`src/rtl/cache_mem_arbiter_pkg.sv`:
```
// Shared types for the cache/memory arbiter.
// Holds FSM state, requester and operation encodings plus width defaults.
package arb_types;

  localparam int ADDR_W   = 32;
  localparam int LINE_W   = 256;
  localparam int OFFSET_W = 5;

  typedef enum logic [1:0] {
    ARB_IDLE,
    ARB_SERVE_I,
    ARB_SERVE_D
  } arb_state_t;

  typedef enum logic {
    SRC_I,
    SRC_D
  } arb_src_t;

  typedef enum logic {
    OP_READ,
    OP_WRITE
  } arb_op_t;

endpackage

```
`src/rtl/cache_mem_arbiter_grant_select.sv`:
```
// Winner selection between the D-cache and the I-cache.
// Macro ARB_FAIR_EN: alternate on contention instead of fixed D-over-I.
module arb_grant_select
  import arb_types::*;
(
  input  logic     d_req_i,
  input  logic     i_req_i,
  input  arb_src_t last_grant_i,
  output logic     gnt_valid_o,
  output arb_src_t gnt_src_o
);

  arb_src_t both_src;

`ifdef ARB_FAIR_EN
  // on contention hand the port to whoever did not have it last
  assign both_src = (last_grant_i == SRC_D) ? SRC_I : SRC_D;
`else
  logic unused_last;

  assign unused_last = last_grant_i;
  // D-cache misses stall the whole pipeline, so D always wins
  assign both_src    = SRC_D;
`endif

  // pick the single winner from the pending requests
  always_comb begin
    gnt_valid_o = d_req_i | i_req_i;
    gnt_src_o   = SRC_I;
    unique case (1'b1)
      (d_req_i && i_req_i):  gnt_src_o = both_src;
      (d_req_i && !i_req_i): gnt_src_o = SRC_D;
      default:               gnt_src_o = SRC_I;
    endcase
  end

endmodule

```
`src/rtl/cache_mem_arbiter.sv`:
```
// Shares one line-wide memory port between I-cache and D-cache.
// Macro ARB_FAIR_EN enables alternating grants on contention.
module cache_mem_arbiter
  import arb_types::*;
#(
  parameter int ADDR_W   = arb_types::ADDR_W,
  parameter int LINE_W   = arb_types::LINE_W,
  parameter int OFFSET_W = arb_types::OFFSET_W
) (
  input  logic              clk,
  input  logic              rst_n,
  input  logic              i_read,
  input  logic [ADDR_W-1:0] i_address,
  output logic [LINE_W-1:0] i_rdata,
  output logic              i_resp,
  input  logic              d_read,
  input  logic              d_write,
  input  logic [ADDR_W-1:0] d_address,
  input  logic [LINE_W-1:0] d_wdata,
  output logic [LINE_W-1:0] d_rdata,
  output logic              d_resp,
  output logic              mem_read,
  output logic              mem_write,
  output logic [ADDR_W-1:0] mem_address,
  output logic [LINE_W-1:0] mem_wdata,
  input  logic [LINE_W-1:0] mem_rdata,
  input  logic              mem_resp
);

  arb_state_t        state_q, state_d;
  arb_src_t          last_q, last_d;
  arb_op_t           op_q, op_d;
  logic [ADDR_W-1:0] addr_q, addr_d;
  logic [LINE_W-1:0] wdata_q, wdata_d;

  logic              d_req;
  logic              gnt_valid;
  arb_src_t          gnt_src;

  assign d_req = d_read | d_write;

  arb_grant_select u_sel (
    .d_req_i      (d_req),
    .i_req_i      (i_read),
    .last_grant_i (last_q),
    .gnt_valid_o  (gnt_valid),
    .gnt_src_o    (gnt_src)
  );

  // next state, request latching and response gating
  always_comb begin
    state_d = state_q;
    last_d  = last_q;
    op_d    = op_q;
    addr_d  = addr_q;
    wdata_d = wdata_q;
    i_resp  = 1'b0;
    d_resp  = 1'b0;
    unique case (state_q)
      ARB_IDLE: begin
        if (gnt_valid) begin
          if (gnt_src == SRC_D) begin
            state_d = ARB_SERVE_D;
            addr_d  = {d_address[ADDR_W-1:OFFSET_W],
                       {OFFSET_W{1'b0}}};
            wdata_d = d_wdata;
            op_d    = d_write ? OP_WRITE : OP_READ;
          end else begin
            state_d = ARB_SERVE_I;
            addr_d  = {i_address[ADDR_W-1:OFFSET_W],
                       {OFFSET_W{1'b0}}};
            op_d    = OP_READ;
          end
        end
      end
      ARB_SERVE_I: begin
        if (mem_resp) begin
          i_resp  = 1'b1;
          state_d = ARB_IDLE;
          last_d  = SRC_I;
        end
      end
      ARB_SERVE_D: begin
        if (mem_resp) begin
          d_resp  = 1'b1;
          state_d = ARB_IDLE;
          last_d  = SRC_D;
        end
      end
      default: begin
        state_d = ARB_IDLE;
      end
    endcase
  end

  // state and latched transaction registers
  always_ff @(posedge clk or negedge rst_n) begin
    if (!rst_n) begin
      state_q <= ARB_IDLE;
      last_q  <= SRC_I;
      op_q    <= OP_READ;
      addr_q  <= '0;
      wdata_q <= '0;
    end else begin
      state_q <= state_d;
      last_q  <= last_d;
      op_q    <= op_d;
      addr_q  <= addr_d;
      wdata_q <= wdata_d;
    end
  end

  // strobes come only from registers so they never glitch
  assign mem_read    = (state_q != ARB_IDLE) && (op_q == OP_READ);
  assign mem_write   = (state_q != ARB_IDLE) && (op_q == OP_WRITE);
  assign mem_address = addr_q;
  assign mem_wdata   = wdata_q;

  assign i_rdata = mem_rdata;
  assign d_rdata = mem_rdata;

endmodule

```
`config.mk`:
```
export PLATFORM = sky130hd
export DESIGN_NAME = cache_mem_arbiter
export DESIGN_NICKNAME = d
export VERILOG_FILES = /design/src/rtl/cache_mem_arbiter_pkg.sv /design/src/rtl/cache_mem_arbiter_grant_select.sv /design/src/rtl/cache_mem_arbiter.sv
export SDC_FILE = /design/constraint.sdc
export NUM_CORES = 1
export LEC_CHECK = 0
export CORE_AREA = 2 2 539 541
export DETAILED_ROUTE_END_ITERATION = 7
export DIE_AREA = 0 0 541 543
export PLACE_DENSITY = 0.35
export SLEW_MARGIN = 40
export SYNTH_ARGS = -nofsm -noshare
export SYNTH_HDL_FRONTEND = slang
export SYNTH_SLANG_ARGS = --single-unit
export TNS_END_PERCENT = 30
```
`constraint.sdc`:
```
create_clock -name clk -period 2.85 [get_ports clk]
set_input_delay 0.7125 -clock clk [delete_from_list [all_inputs] [get_ports clk]]
set_output_delay 0.7125 -clock clk [all_outputs]
set_load 0.01 [all_outputs]
```
# [Yosys cells after proc, flatten, opt, wreduce, memory -nomap -nowiden]
# Cells that the tools add are included.
[op_classes] eq_ne=4 muxes=11 n_reduce_logical=12 n_bitwise=3
[ops] operator="two-way mux 32 bit" count=1
[ops] operator="two-way mux 1 bit" count=6
[ops] operator="two-way mux 2 bit" count=3
[ops] operator="logical AND 1 bit" count=4
[ops] operator="case mux 2 bit (2 select lines)" count=1
[ops] operator="AND reduction 2 bit" count=2
[ops] operator="OR reduction 2 bit" count=2
[ops] operator="AND reduction 3 bit" count=1
[ops] operator="== test 2 x 1 -> 1 bit (second input constant)" count=1
[ops] operator="== test 2 bit (second input constant)" count=1
[ops] operator="zero test 2 bit" count=1
[ops] operator="!= test 2 x 1 -> 1 bit (second input constant)" count=1
[ops] operator="!= test 2 bit (second input constant)" count=1
[ops] operator="bitwise OR 1 bit" count=2
[ops] operator="nonzero test 2 bit" count=1
[ops] operator="zero test 1 bit" count=1
[ops] operator="inverter 1 bit" count=1
[totals] out_inout_bits=804 regBits=291 in_bits=582 wordCells=34

# [Longest topological paths before layout]
[logic_depth] depth_word=7 mapped_depth=7 mapped_depth_nobuf=5

# [By module]
# A second synthesis with hierarchy kept.
[unflattened] hier_cells=1210 area_unflattened_um2=15003.1
[by_module_without_submodules] mod="cache_mem_arbiter" area_each_um2=14993.1 n_inst=1 cells_per_inst=1208 seq_area_each_um2=7181.9
[by_module_without_submodules] mod="arb_grant_select" area_each_um2=10.0 n_inst=1 cells_per_inst=2 seq_area_each_um2=0.0

# [Worst setup path before layout]
# No wires, ideal clock.
[synth_path] path_type="in2reg" start="input port d_write" end="register wdata_q[100], in the netlist mem_wdata[100]" required_ps=2725 arrival_time_ps=1756 n_path_buf=3 setup_ps=125 slack_ps=969 path_stages=5 cell_sequence="buf_4 > o21ai_4 > buf_12 > buf_12 > mux2_4"
[synth_via] elab_chain_len=5 word_cells_on_any_way=7 classes_between="1 x mux; 2 x bitwise; 4 x reduce/logical"
[synth_rtl] element="from (decl)" line_no="cache_mem_arbiter.sv:17" source="input logic d_write,"
[synth_rtl] element="bitwise OR 1 bit *" line_no="cache_mem_arbiter.sv:40" source="assign d_req = d_read | d_write;"
[synth_rtl] element="logical AND 1 bit (on tied branches)" line_no="cache_mem_arbiter_grant_select.sv:32, cache_mem_arbiter_grant_select.sv:31"
[synth_rtl] element="OR reduction 2 bit (no source line)"
[synth_rtl] element="two-way mux 1 bit" line_no="cache_mem_arbiter_grant_select.sv:30" source="unique case (1'b1)"
[synth_rtl] element="AND reduction 3 bit (no source line) *"
[synth_rtl] element="to (signal assigned)" line_no="cache_mem_arbiter.sv:109" source="wdata_q <= wdata_d;"
[synth_rtl] element="to (decl)" line_no="cache_mem_arbiter.sv:34" source="logic [LINE_W-1:0] wdata_q, wdata_d;"
# Mark *: on every way between the ends. The rest lies on a longest branch, timed or not.
# A chain may end at the register's enable or synchronous reset.

# [Worst setup path after layout]
[layout_path] start="register wdata_q[229], in the netlist mem_wdata[229]" end="output port mem_wdata[229]"
[layout_rtl] element="to (decl)" line_no="cache_mem_arbiter.sv:25" source="output logic [LINE_W-1:0] mem_wdata,"
# No word-level cell between the ends.

==> metrics.txt <==
root buf cell=clkbuf_16; final setup TNS=0 ns; Peak VDD IR=0.391 mV; most frequent cells in the layout=clkdlybuf4s50_1 (588), dfrtp_1 (286), mux2_4 (229); final worst slack=0.190 ns; Pwr Density=1140 mW/mm²; RSZ-0062 raised after global routing=false; Worst Path Required=2.14 ns; core area=0.287 mm²; critical path class=flop to output pin; largest net degree at the start of global routing=62; Cell Area, Placed=0.0227 mm²; Die W=541 µm; Crit path largest cell delay=0.96 ns; Clock Skew=0.0311 ns; Syn Inst Count=1198; Die Y=543 µm; CP Cell Sequence=clkdlybuf4s50_1; drt wl/cell=22.7 µm; gr usage total=0.0764; first-pass GRT wire length=140 mm; global route overflow=0; Syn-to-layout area delta=50.7%; share of cells above drive strength 1=0.276; crit end category=output pin; pre-CTS worst setup slack=0.249 ns; starting density of the core=0.0558; Mapped Avg Cell Area=13.4 µm²; Netlist cell types=25; ANT nets after route=0; TritonRoute pass-1 iters=4; Tmin final=2.66 ns; sequential area share after synthesis=0.446; CP Launch Type=flop; CTS Buf Count=39; PortBufs=602; Final Setup Violations=0; CP delay by family, top=buffers and inverters; CTS H-tree depth=2; Clk Latency, worst-skew pair=0.62 ns; dpl hpwl=103 mm; die area=0.294 mm²; leakage power=8.98 nW; TritonCTS clock tree=done; final hold viol count=0; CP max FO=2; initial antenna violation count=84; commonest non-fill, non-tap cell in the layout=clkdlybuf4s50_1; standard-cell row count=197; hold_ws=0.474 ns; RD Place Congestion=0.732; Design Power=0.0275 W; fin crit share=0.933; # DRC=0; Hold/Removal Path Class=flop to flop; clock slew at reported path FFs=0.05 ns; CP arrival=1.95 ns; vias per cell=1.84; Final Cell Area=0.0242 mm²; Slew HR=0.519; Slew Viols, Final=0; I/O Pins=1386; Yosys Warn Count=0; Clock Path Buffers=3; clk sinks=286; max cap viols=0; nets@finish=1909; CP bufs+invs=1; vias=9496; Fmax=0.376 GHz; number of DRC markers in iteration 0=368; Tightest Pin Transition=0.720 ns; Seq cells post-synth=286; CP max-delay cell=clkdlybuf4s50_1; drt total wl=117 mm; run status=finished, final reports clean; Post-Synthesis Cell Area=0.0160 mm²; vias in the first global route=9942
[registers in the layout (all words and copies together) (netlist names)]
register,count
mem_address,27
state_q,2
op_q,1
mem_wdata,256
[synth_stat cells (all sizes together)]
cell,instances,area share
a21oi,3,0.00094
a22o,1,0.00055
and2,2,0.00078
buf,552,0.28
clkbuf,2,0.00047
conb,1,0.00023
dfrtp,286,0.45
ha,3,0.0023
inv,3,0.00070
mux2,256,0.23
mux2i,27,0.017
nand2,27,0.0063
nand2b,1,0.00039
nor2,2,0.00094
nor2b,2,0.00078
o21ai,28,0.0094
o22ai,1,0.00039
o31ai,1,0.0013
[report_power, final]
group	switching (W)	internal, W
clock	0.00219	0.00314
combinational	0.00692	0.00763
sequential	0.00140	0.00618
total	0.0105	0.0170
[final timing paths]
path,from,slack [ns],cells after the start,to
setup / recovery,mem_wdata[229],0.19,1,mem_wdata[229]
hold / removal,mem_address[10],0.47,2,mem_address[10]
setup reg to reg,state_q[1],0.92,6,mem_wdata[17]
hold reg to reg,mem_address[10],0.47,2,mem_address[10]
max in group asynchronous,rst_n,1.44,3,mem_wdata[86]
min in group asynchronous,rst_n,0.63,2,mem_wdata[103]
[cell type report]
cell class	count	area (µm²)
fill	33100	263000
sequential	286	7160
timing repair buffer	635	6420
tap	3781	4730
multi-input combinational	359	4420
clock buffer	53	1160
clock inverter	16	205
antenna	24	60.1
inverter	3	11.3
[metal layers]
metal  GRT usage  routed length [µm]  share of wire
met1      0.0731               38800           0.33
met2       0.120               50800           0.43
met3      0.0627               21500           0.18
met4      0.0291                5520          0.047
met5     0.00362                 146         0.0012
[metrics by stage]
step                        util  cells
after global routing      0.0839   5135
after detailed placement  0.0791   5063
after floorplan                -   1202
after global placement    0.0791   5063
after CTS                 0.0839   5133
final                     0.0841   5157
[cells by family after synthesis]
logic type | synth area share
buffers and inverters | 0.279
flip-flops | 0.446
multiplexers | 0.250
AO/OA/AOI/OAI | 0.0126
AND/OR/NAND/NOR | 0.00921
adder cells (fa/ha/maj) | 0.00234
other | 0.000234
[repair_timing]
action / in CTS / in global routing
endpoints found under the setup margin: 0 / 1
hold endpoints to repair: 13 / 0
setup buffers: 0 / 0
resized for setup: 0 / 1
hold buffers: 1 / 0
Power figures use the tool's default switching activity.
